### src/rtl/ps2_pkg.sv
// Shared PS/2 definitions: state encoding, frame edge counts and the parity helper
// used by both the host transmitter and the receiver.
package ps2_pkg;

  typedef enum logic [2:0] {
    ST_IDLE    = 3'd0,
    ST_INHIBIT = 3'd1,
    ST_REQ     = 3'd2,
    ST_SEND    = 3'd3,
    ST_ACK     = 3'd4,
    ST_RELEASE = 3'd5
  } ps2_state_e;

  localparam int unsigned FRAME_FES = 10;
  localparam int unsigned ACK_FE    = 11;

  function automatic logic odd_parity(input logic [7:0] data);
    return ~^data;
  endfunction

endpackage

### src/rtl/ps2_sync_edge.sv
// Two-flop synchronizer for one PS/2 line with falling-edge detect on the
// synchronized level. Flops reset to 1 so an idle bus never looks like an edge.
module ps2_sync_edge (
  input  logic clk,
  input  logic rst,
  input  logic line_in,
  output logic level,
  output logic fe
);

  logic meta_q, meta_d;
  logic sync_q, sync_d;
  logic prev_q, prev_d;

  // Shift the raw line through the synchronizer and keep one cycle of history.
  always_comb begin
    meta_d = line_in;
    sync_d = meta_q;
    prev_d = sync_q;
  end

  // Synchronizer and history registers.
  always_ff @(posedge clk) begin
    if (!rst) begin
      meta_q <= 1'b1;
      sync_q <= 1'b1;
      prev_q <= 1'b1;
    end else begin
      meta_q <= meta_d;
      sync_q <= sync_d;
      prev_q <= prev_d;
    end
  end

  assign level = sync_q;
  assign fe    = prev_q & ~sync_q;

endmodule

### src/rtl/ps2_host_tx.sv
// PS/2 host-to-device transmitter: inhibits the bus, requests to send, shifts
// out data/parity/stop on device clock falling edges and collects the ack.
module ps2_host_tx
  import ps2_pkg::*;
#(
  parameter int unsigned INHIBIT_CYCLES = 5000,
  parameter int unsigned TIMEOUT_CYCLES = 750000
) (
  input  logic       clk,
  input  logic       rst,
  input  logic [7:0] tx_data,
  input  logic       tx_valid,
  output logic       tx_ready,
  input  logic       ps2_clk_in,
  input  logic       ps2_data_in,
  output logic       ps2_clk_oe,
  output logic       ps2_data_oe,
  output logic       done,
  output logic       ack_ok,
  output logic       timeout
);

  localparam int unsigned CNT_MAX = (TIMEOUT_CYCLES > INHIBIT_CYCLES) ? TIMEOUT_CYCLES : INHIBIT_CYCLES;
  localparam int unsigned CNT_W   = $clog2(CNT_MAX + 1);
  localparam logic [CNT_W-1:0] INH_LAST = CNT_W'(INHIBIT_CYCLES - 1);
  localparam logic [CNT_W-1:0] TMO_LAST = CNT_W'(TIMEOUT_CYCLES - 1);
  localparam logic [CNT_W-1:0] CNT_ONE  = CNT_W'(1);
  localparam logic [3:0]       LAST_BIT = 4'(FRAME_FES - 1);

  logic clk_level, clk_fe;
  logic data_level, data_fe;

  ps2_sync_edge u_sync_clk (
    .clk     (clk),
    .rst     (rst),
    .line_in (ps2_clk_in),
    .level   (clk_level),
    .fe      (clk_fe)
  );

  ps2_sync_edge u_sync_data (
    .clk     (clk),
    .rst     (rst),
    .line_in (ps2_data_in),
    .level   (data_level),
    .fe      (data_fe)
  );

  ps2_state_e       state_q, state_d;
  logic [9:0]       frame_q, frame_d;
  logic [3:0]       bit_cnt_q, bit_cnt_d;
  logic [CNT_W-1:0] cnt_q, cnt_d;
  logic             clk_oe_q, clk_oe_d;
  logic             data_oe_q, data_oe_d;
  logic             tx_ready_q, tx_ready_d;
  logic             done_q, done_d;
  logic             ack_ok_q, ack_ok_d;
  logic             timeout_q, timeout_d;
  logic             ack_bit_q, ack_bit_d;

  // Next-state and registered-output logic; one counter serves both inhibit and timeout.
  always_comb begin
    state_d    = state_q;
    frame_d    = frame_q;
    bit_cnt_d  = bit_cnt_q;
    cnt_d      = cnt_q;
    clk_oe_d   = clk_oe_q;
    data_oe_d  = data_oe_q;
    tx_ready_d = tx_ready_q;
    done_d     = 1'b0;
    ack_ok_d   = ack_ok_q;
    timeout_d  = timeout_q;
    ack_bit_d  = ack_bit_q;

    case (state_q)
      ST_IDLE: begin
        clk_oe_d   = 1'b0;
        data_oe_d  = 1'b0;
        tx_ready_d = 1'b1;
        if (tx_valid && tx_ready_q) begin
          frame_d    = {1'b1, odd_parity(tx_data), tx_data};
          cnt_d      = '0;
          clk_oe_d   = 1'b1;
          tx_ready_d = 1'b0;
          state_d    = ST_INHIBIT;
        end else begin
          state_d = ST_IDLE;
        end
      end

      ST_INHIBIT: begin
        if (cnt_q == INH_LAST) begin
          // Start bit goes out in the same cycle the clock is released.
          clk_oe_d  = 1'b0;
          data_oe_d = 1'b1;
          cnt_d     = '0;
          state_d   = ST_REQ;
        end else begin
          cnt_d = cnt_q + CNT_ONE;
        end
      end

      ST_REQ, ST_SEND, ST_ACK, ST_RELEASE: begin
        if (cnt_q == TMO_LAST) begin
          clk_oe_d   = 1'b0;
          data_oe_d  = 1'b0;
          done_d     = 1'b1;
          ack_ok_d   = 1'b0;
          timeout_d  = 1'b1;
          tx_ready_d = 1'b1;
          state_d    = ST_IDLE;
        end else begin
          if (clk_fe) begin
            cnt_d = '0;
          end else begin
            cnt_d = cnt_q + CNT_ONE;
          end
          case (state_q)
            ST_REQ: begin
              if (clk_fe) begin
                data_oe_d = ~frame_q[0];
                bit_cnt_d = 4'd1;
                state_d   = ST_SEND;
              end else begin
                data_oe_d = 1'b1;
              end
            end
            ST_SEND: begin
              if (clk_fe) begin
                data_oe_d = ~frame_q[bit_cnt_q];
                bit_cnt_d = bit_cnt_q + 4'd1;
                if (bit_cnt_q == LAST_BIT) begin
                  state_d = ST_ACK;
                end else begin
                  state_d = ST_SEND;
                end
              end else begin
                data_oe_d = data_oe_q;
              end
            end
            ST_ACK: begin
              if (clk_fe) begin
                ack_bit_d = ~data_level;
                bit_cnt_d = 4'(ACK_FE);
                state_d   = ST_RELEASE;
              end else begin
                ack_bit_d = ack_bit_q;
              end
            end
            ST_RELEASE: begin
              if (clk_level && data_level) begin
                done_d     = 1'b1;
                ack_ok_d   = ack_bit_q;
                timeout_d  = 1'b0;
                tx_ready_d = 1'b1;
                state_d    = ST_IDLE;
              end else begin
                state_d = ST_RELEASE;
              end
            end
            default: begin
              state_d = ST_IDLE;
            end
          endcase
        end
      end

      default: begin
        clk_oe_d   = 1'b0;
        data_oe_d  = 1'b0;
        tx_ready_d = 1'b1;
        state_d    = ST_IDLE;
      end
    endcase
  end

  // State, datapath and output registers with synchronous active-low reset.
  always_ff @(posedge clk) begin
    if (!rst) begin
      state_q    <= ST_IDLE;
      frame_q    <= 10'd0;
      bit_cnt_q  <= 4'd0;
      cnt_q      <= '0;
      clk_oe_q   <= 1'b0;
      data_oe_q  <= 1'b0;
      tx_ready_q <= 1'b1;
      done_q     <= 1'b0;
      ack_ok_q   <= 1'b0;
      timeout_q  <= 1'b0;
      ack_bit_q  <= 1'b0;
    end else begin
      state_q    <= state_d;
      frame_q    <= frame_d;
      bit_cnt_q  <= bit_cnt_d;
      cnt_q      <= cnt_d;
      clk_oe_q   <= clk_oe_d;
      data_oe_q  <= data_oe_d;
      tx_ready_q <= tx_ready_d;
      done_q     <= done_d;
      ack_ok_q   <= ack_ok_d;
      timeout_q  <= timeout_d;
      ack_bit_q  <= ack_bit_d;
    end
  end

  assign tx_ready    = tx_ready_q;
  assign ps2_clk_oe  = clk_oe_q;
  assign ps2_data_oe = data_oe_q;
  assign done        = done_q;
  assign ack_ok      = ack_ok_q;
  assign timeout     = timeout_q;

  logic unused_data_fe;
  assign unused_data_fe = data_fe;

endmodule

### config.mk
export PLATFORM = sky130hd
export DESIGN_NAME = ps2_host_tx
export DESIGN_NICKNAME = d
export VERILOG_FILES = /design/src/rtl/ps2_pkg.sv /design/src/rtl/ps2_sync_edge.sv /design/src/rtl/ps2_host_tx.sv
export SDC_FILE = /design/constraint.sdc
export NUM_CORES = 1
export LEC_CHECK = 0
export ABC_AREA = 1
export ABC_CLOCK_PERIOD_IN_PS = 2950
export BUFFER_PORTS_ARGS = -buffer_cell sky130_fd_sc_hd__buf_2
export CORE_MARGIN = 4
export CORE_UTILIZATION = 55
export CTS_CLUSTER_SIZE = 12
export DETAILED_ROUTE_END_ITERATION = 10
export PLACE_DENSITY = 0.73
export SLEW_MARGIN = 20
export SYNTH_ARGS = -nofsm -noshare
export SYNTH_HDL_FRONTEND = slang
export SYNTH_HIERARCHICAL = 1
export SYNTH_SLANG_ARGS = --single-unit
export TNS_END_PERCENT = 5
### constraint.sdc
create_clock -name clk -period 2.95 [get_ports clk]
set_clock_uncertainty 0.15 [all_clocks]
set_input_delay 0.4425 -clock clk [delete_from_list [all_inputs] [get_ports clk]]
set_output_delay 0.4425 -clock clk [all_outputs]
set_load 0.01 [all_outputs]
# After elaboration in Yosys (flattened, before gate mapping)
# Index checks and enable logic that the tools add are counted.
[totals]
ff_bits = 49
inputBits = 13
out_inout_bits = 6
elab_cells = 111
[op_classes]
add_sub_neg = 2
order_cmp = 1
n_eq_ne = 21
muxes = 45
bitwise = 7
n_reduce_logical = 19
[op_table]
columns = ["op", "n"]
rows = [
  ["20-bit two-way mux", 4],
  ["20-bit one-hot mux with 3 select lines", 1],
  ["1-bit two-way mux", 22],
  ["3-bit two-way mux", 7],
  ["20-bit by 1-bit adder with 20-bit output, second input constant", 1],
  ["20-bit by 13-bit equality test with 1-bit output, second input constant", 1],
  ["20-bit equality test, second input constant", 1],
  ["4-bit inequality test, second input constant", 4],
  ["2-bit inequality test, second input constant", 7],
  ["4-bit two-way mux", 3],
  ["3-bit one-hot mux with 4 select lines", 1],
  ["4-bit one-hot mux with 3 select lines", 1],
  ["3-bit AND reduction", 4],
  ["3-bit one-hot mux with 3 select lines", 1],
  ["4-bit AND reduction", 2],
  ["8-bit XNOR reduction", 1],
  ["3-bit by 2-bit equality test with 1-bit output, second input constant", 2],
  ["3-bit equality test, second input constant", 2],
  ["3-bit inequality test, second input constant", 2],
  ["1-bit inverter", 6],
  ["1-bit one-hot mux with 3 select lines", 2],
  ["2-bit AND reduction", 3],
  ["6-bit AND reduction", 1],
  ["3-bit nonzero test", 2],
  ["11 further kinds", 14],
]

# Depth between registers and ports, before layout
# Gate-level depths: netlist of the first run.
[logic_depth]
ltp_word = 7
ltp_mapped = 12
mapped_depth_nobuf = 12

# By module
# The synthesis of the first run kept the hierarchy.
[by_module_without_submodules]
columns = ["mod", "instances", "cells_per_inst", "area_each_um2", "seq_area_each_um2"]
rows = [
  ["ps2_host_tx", 1, 433, 2817.7, 880.8],
  ["ps2_sync_edge", 2, 11, 90.1, 60.1],
]

# Least setup slack after synthesis of the first run
# Ideal clock, no wire load.
[synth_timing]
kind = "reg-to-reg"
startpoint = "register cnt_q[0]"
endpoint = "register cnt_q[1]"
setup_ns = 0.115
arrival_ns = 1.588
t_required_ns = 2.685
path_slack_ns = 1.097
stages_incl_launch_ff = 10
n_path_buf = 1
synth_period_minus_slack_ns = 1.853
path_cell_list = "dfxtp_1 -> ha_1 -> nand3_1 -> nor3_1 -> nand3_4 -> nand2_4 -> inv_4 -> buf_6 -> o21ai_1 -> nor2_1"
[synth_via]
elab_chain_cells = 4
elab_cells_between_ends = 9
cone_classes = "1 x add/sub; 3 x eq/ne; 4 x mux; 1 x reduce/logical"
[synth_lines]
columns = ["item", "line_no", "source"]
rows = [
  ["start, declared", "ps2_host_tx.sv:52", "logic [CNT_W-1:0] cnt_q, cnt_d;"],
  ["start signal, assigned", "ps2_host_tx.sv:195", "cnt_q <= cnt_d;"],
  ["20-bit by 1-bit adder with 20-bit output", "ps2_host_tx.sv:99, ps2_host_tx.sv:116", ""],
  ["20-bit two-way mux", "ps2_host_tx.sv:113", "if (clk_fe) begin"],
  ["20-bit two-way mux", "ps2_host_tx.sv:104", "if (cnt_q == TMO_LAST) begin"],
  ["20-bit one-hot mux with 3 select lines", "ps2_host_tx.sv:75", "case (state_q)"],
]
# Several ways; a longest one is shown, not always the timed one. The select of a mux whose other input is x is not followed.
# A chain may end at the register's enable or synchronous reset.

# Worst setup path after layout of the first run
[layout_timing]
startpoint = "register cnt_q[0]"
endpoint = "register cnt_q[0]"
# Same word-level chain as after synthesis.

==> reports/results.txt, run 1 <==
fill cell count -> 489
Buf/Inv on CP -> 1
HP Class -> input port to flip-flop
Min-Delay Startpoint -> ps2_clk_in
setup TNS -> 0 ps
syn_area_per_cell -> 6.58 sq um
Die Area -> 6630 sq um
dpl hpwl -> 5120 um
Slew Viols, Final -> 0
clock group share of total power -> 26.6%
Worst Tran Pin Value -> 712 ps
final setup vio count -> 0
diode count -> 0
Worst-path clk slew -> 100 ps
Clk Tree Root Cell -> clkbuf_8
dpl ws -> 759 ps
max-cap viol count -> 0
Critical-path top delay cell -> dfxtp_1
# port buffers -> 18
Hold-fix buffers, CTS -> 0
Post-Syn Instances -> 450
GP Congestion -> 0.884
post-synth net total -> 466
Total Wirelength -> 7080 um
WS Path Type -> flip-flop to flip-flop
Seq pwr share -> 42.1%
num ports -> 19
pwr dens -> 601 nW/um^2
GRT overflow -> 0
placed cell count -> 527
CP cell instances -> ha_1 -> nand3_1 -> nor3_1 -> nand3_4 -> nand2_4 -> inv_4 -> nand3_2 -> nand2_2 -> a21oi_1
Ys Warns -> 6
DRT Pass-1 Iters -> 5
R2R setup slack -> 720 ps
row cnt -> 26
Worst R2R End -> cnt_q[0]
CP Capture Type -> flip-flop
outcome -> complete, no violations
vias in the first global route -> 2515
Post-Layout Cell Count -> 535
Die Span Y -> 81.4 um
RSZ-0062 raised after global routing -> false
NetSw -> 0.733 mW
fin crit period -> 2230 ps
CP required -> 3050 ps
critical path launch point type -> flip-flop
Pleak -> 1.40 nW
P&R area growth vs syn -> 8.02%
htree depth -> 2
final net count -> 480
Iter 0 DRT Violations -> 262
register area -> 981 sq um
antenna violations before repair -> 0
Worst-Skew Late Latency -> 310 ps
pin count of the biggest net entering global routing -> 27
Worst path depth -> 9
DR WL/cell -> 13.2 um
Post-CTS Setup Bufs -> 0
mapped cell area -> 2960 sq um
Num CTS Buffers -> 5
GRT Util Overall -> 23.4%
CTS sink cnt -> 49
WP data arrival -> 2320 ps
Hold Path Sink -> u_sync_clk/meta_q
Fmax -> 449 MHz
Final Hold Fails -> 0
Gate power share -> 31.3%
setup ws final -> 725 ps
routed via count -> 2881
FF-to-FF path depth -> 9
Hold Slack -> 146 ps
period utilization -> 75.4%
Hold Crit Depth -> 3
Max Root-Sink Buffers -> 2
Max VDD drop -> 0.320 mV
ANT nets after route -> 0
family with the most delay on the worst path -> simple AND/OR/NAND/NOR gates
worst-path fanout max -> 17
TritonCTS clock tree -> yes
number of remaining DRC errors -> 0
Sw Share -> 38.1%
Multi-input gate area -> 1660 sq um
first-pass GRT wire length -> 12100 um
DIE WIDTH -> 81.4 um
slowest stage delay, CP -> 390 ps
Core ar. -> 5170 sq um
total power -> 1.92 mW
Slew HR -> 52.5%
post-DR vias/cell -> 5.39
reg2reg start -> cnt_q[0]
Starting Density -> 57.3%
share of cells above drive strength 1 -> 12.5%
internal power -> 1.19 mW
# resized after CTS -> 0
per-layer routing:
| metal | vias up | GRT usage [%] | part of all wire (%) |
|---|---|---|---|
| met5 | - | 0 | 0 |
| met4 | 0 | 7.26 | 1.1 |
| met3 | 7 | 3.88 | 5.4 |
| met2 | 86 | 35.0 | 43 |
| met1 | 1296 | 33.9 | 50 |
| li1 | 1492 | - | - |
worst reg2reg max path: stages, from the launching register on:
cell and delay (ps):
dfxtp_1 390, ha_1 250, nand3_1 200, nor3_1 310, nand3_4 180, nand2_4 200, inv_4 130, nand3_2 150
nand2_2 90, a21oi_1 110
worst max-delay path by stage:
stage | end | startpoint | slack, ps
floorplan | cnt_q[1] | cnt_q[0] | 1100
global placement | tx_ready | cnt_q[0] | 860
detailed placement | cnt_q[0] | cnt_q[0] | 760
CTS | cnt_q[0] | cnt_q[0] | 730
global route | cnt_q[16] | cnt_q[0] | 520
finish | cnt_q[0] | cnt_q[0] | 720
cell type report:
type / count / area share [%]
Clock buffer: 5 / 2.15
Clock inverter: 3 / 1.49
Inverter: 67 / 8.09
Multi-Input combinational cell: 322 / 51.8
Sequential cell: 49 / 30.6
Tap cell: 70 / 2.74
Timing Repair Buffer: 19 / 3.05
flip-flops by register name (all words and copies together) (netlist names), 3 cells and up:
| register | cells |
|---|---|
| bit_cnt_q | 4 |
| cnt_q | 20 |
| frame_q | 10 |
| state_q | 3 |
cell usage in the layout, fill, tap and decap left out, types with 2 or more instances in the layout:
cell        n
nand3_2     4
nor3_1     12
and3_1      2
nand3_1    51
ha_1        3
nor4_1      2
nor3_2      2
xor2_1      7
nand4_1    15
inv_2       9
a21oi_1    30
nand2_4     2
inv_1      56
nor2_1     39
o21ai_0    25
inv_6       2
nor2_2      2
buf_2      18
dfxtp_1    49
clkbuf_8    5
nand2_2     4
nand2_1   100
nor2_4      2
a31oi_1     5
xnor2_1     7
stage by stage:
step	area (sq um)	utilization [%]
finish	3200	61.9
global route	3200	61.9
CTS	3200	61.9
detailed placement	3080	59.6
global placement	3080	59.6
floorplan	2960	-
power by group through the flow:
stage	combinational (mW)	clock, mW	sequential (mW)
2_1_floorplan	0.488	0	0.817
3_3_place_gp	0.585	0	0.820
3_5_place_dp	0.599	0	0.824
4_1_cts	0.602	0.522	0.808
5_1_grt	0.679	0.549	0.820
6_report	0.602	0.511	0.809
No activity file was read; power rests on OpenSTA's default activity.
==> run 2, diff against run 1 <==
ABC_CLOCK_PERIOD_IN_PS = 1850   (was 2950)
PLACE_DENSITY = 0.76   (was 0.73)
clock period = 1.85 ns   (was 2.95 ns; I/O delays follow)
==> reports/results.txt, run 2 (same netlist as run 1, synthesis figures left out) <==
outcome -> complete, no violations
WS Path Type -> flip-flop to flip-flop
Largest register FFs -> 20
final net count -> 514
R2R setup slack -> 40 ps
Slew HR -> 52.4%
setup TNS -> 0 ps
DRT Pass-1 Iters -> 4
CP required -> 1920 ps
TritonCTS clock tree -> yes
Max Root-Sink Buffers -> 2
Hold Crit Depth -> 3
Worst Tran Pin Value -> 713 ps
GRT overflow -> 0
ANT nets after route -> 0
Clk Tree Root Cell -> clkbuf_8
vias in the first global route -> 2868
diode count -> 0
Biggest register -> cnt_q
setup ws final -> 43.9 ps
first-pass GRT wire length -> 13200 um
Placement Cell Area -> 3320 sq um
Core ar. -> 5170 sq um
final setup vio count -> 0
row cnt -> 26
WP data arrival -> 1880 ps
htree depth -> 2
biggest regs -> cnt_q: 20 flops, frame_q: 10 flops, bit_cnt_q: 4 flops
FF-to-FF path depth -> 9
Num CTS Buffers -> 5
pin count of the biggest net entering global routing -> 27
CTS sink cnt -> 49
Post-Layout Cell Count -> 569
fin crit period -> 1810 ps
dpl ws -> -88.7 ps
worst-path fanout max -> 5
Worst-path clk slew -> 90 ps
P&R area growth vs syn -> 22.5%
Slew Viols, Final -> 0
Worst-Skew Late Latency -> 310 ps
number of remaining DRC errors -> 0
Fmax -> 554 MHz
Die Span Y -> 81.4 um
Die Area -> 6630 sq um
post-DR vias/cell -> 5.40
# port buffers -> 18
Pleak -> 1.63 nW
GRT Util Overall -> 25.2%
Starting Density -> 57.3%
routed via count -> 3073
GP Congestion -> 0.936
Final Hold Fails -> 0
pwr dens -> 944 nW/um^2
dpl hpwl -> 5680 um
DIE WIDTH -> 81.4 um
HP Class -> input port to flip-flop
share of cells above drive strength 1 -> 24.6%
DR WL/cell -> 13.6 um
num ports -> 19
CP Capture Type -> flip-flop
fill cell count -> 437
period utilization -> 97.6%
RSZ-0062 raised after global routing -> true
commonest non-fill, non-tap cell in the layout -> nand2_1
most frequent cells in the layout -> 95 x nand2_1, 53 x inv_1, 46 x nand3_1
antenna violations before repair -> 0
Finished Cell Area -> 3630 sq um
Max VDD drop -> 0.613 mV
Total Wirelength -> 7730 um
max-cap viol count -> 0
critical path launch point type -> flip-flop
total power -> 3.42 mW
placed cell count -> 558
Iter 0 DRT Violations -> 294
==> run 2: changes by cell type in the layout (fill, tap and decap cells not counted), sizes merged <==
| cell | change |
|---|---|
| buf | +32 |
| inv | -2 |
| clkinv | +1 |
| dlygate4sd3 | +2 |
| bufinv | +1 |
==> run 2: routing by layer <==
layer	track usage, %	vias to the layer above	share of wire (%)
met5	0	-	0
met4	6.25	0	0.72
met3	3.33	5	4.7
met2	40.1	85	46
met1	35.7	1422	48
li1	-	1561	-
==> run 2: per-stage QoR <==
step	hold WS [ps]	util [%]
2_1_floorplan	196	-
3_3_place_gp	234	64.2
3_5_place_dp	237	64.2
4_1_cts	124	67.7
5_1_grt	134	70.2
6_report	122	70.2
==> run 2: worst paths after layout <==
check                                   startpoint                 to
worst max-delay path                     cnt_q[17]         state_q[1]
worst min register to register  u_sync_data/meta_q  u_sync_data/level
worst min-delay path                    tx_data[6]         frame_q[6]
worst max register to register           cnt_q[17]         state_q[1]
==> run 2: critical path, stage by stage (launching register included) <==
cell and delay (ps):
dfxtp_1 440, nand2_2 150, inv_2 100, nand2_1 50
nor2_1 140, nand3_2 170, buf_4 190, nand3_2 80
nand3_1 90, a21oi_1 170
==> run 2: final cells by class <==
class	instances	area [sq um]	share of cell area, %
multi-input cells	322	1790	49.3
flip-flops and latches	49	1000	27.6
clock buffers	5	68.8	1.90
inverters	67	262	7.20
repair buffers	53	358	9.86
well taps	70	87.6	2.41
clock inverters	3	65.1	1.79
==> run 2: repair_timing <==
item | 4_1_cts | 5_1_grt
resized for setup | 7 | 39
setup endpoints to repair | 15 | 32
pin swaps | 0 | 5
setup buffers | 0 | 1
hold buffers | 2 | 0
endpoints found under the hold margin | 2 | 0
==> run 2: power by group <==
| group | leakage (nW) | switching, mW | internal [mW] | total [mW] |
|---|---|---|---|---|
| sequential | 0.406 | 0.0943 | 1.21 | 1.30 |
| clock | 0.0681 | 0.380 | 0.537 | 0.918 |
| combinational | 1.16 | 0.769 | 0.438 | 1.21 |
| total | 1.63 | 1.24 | 2.18 | 3.42 |
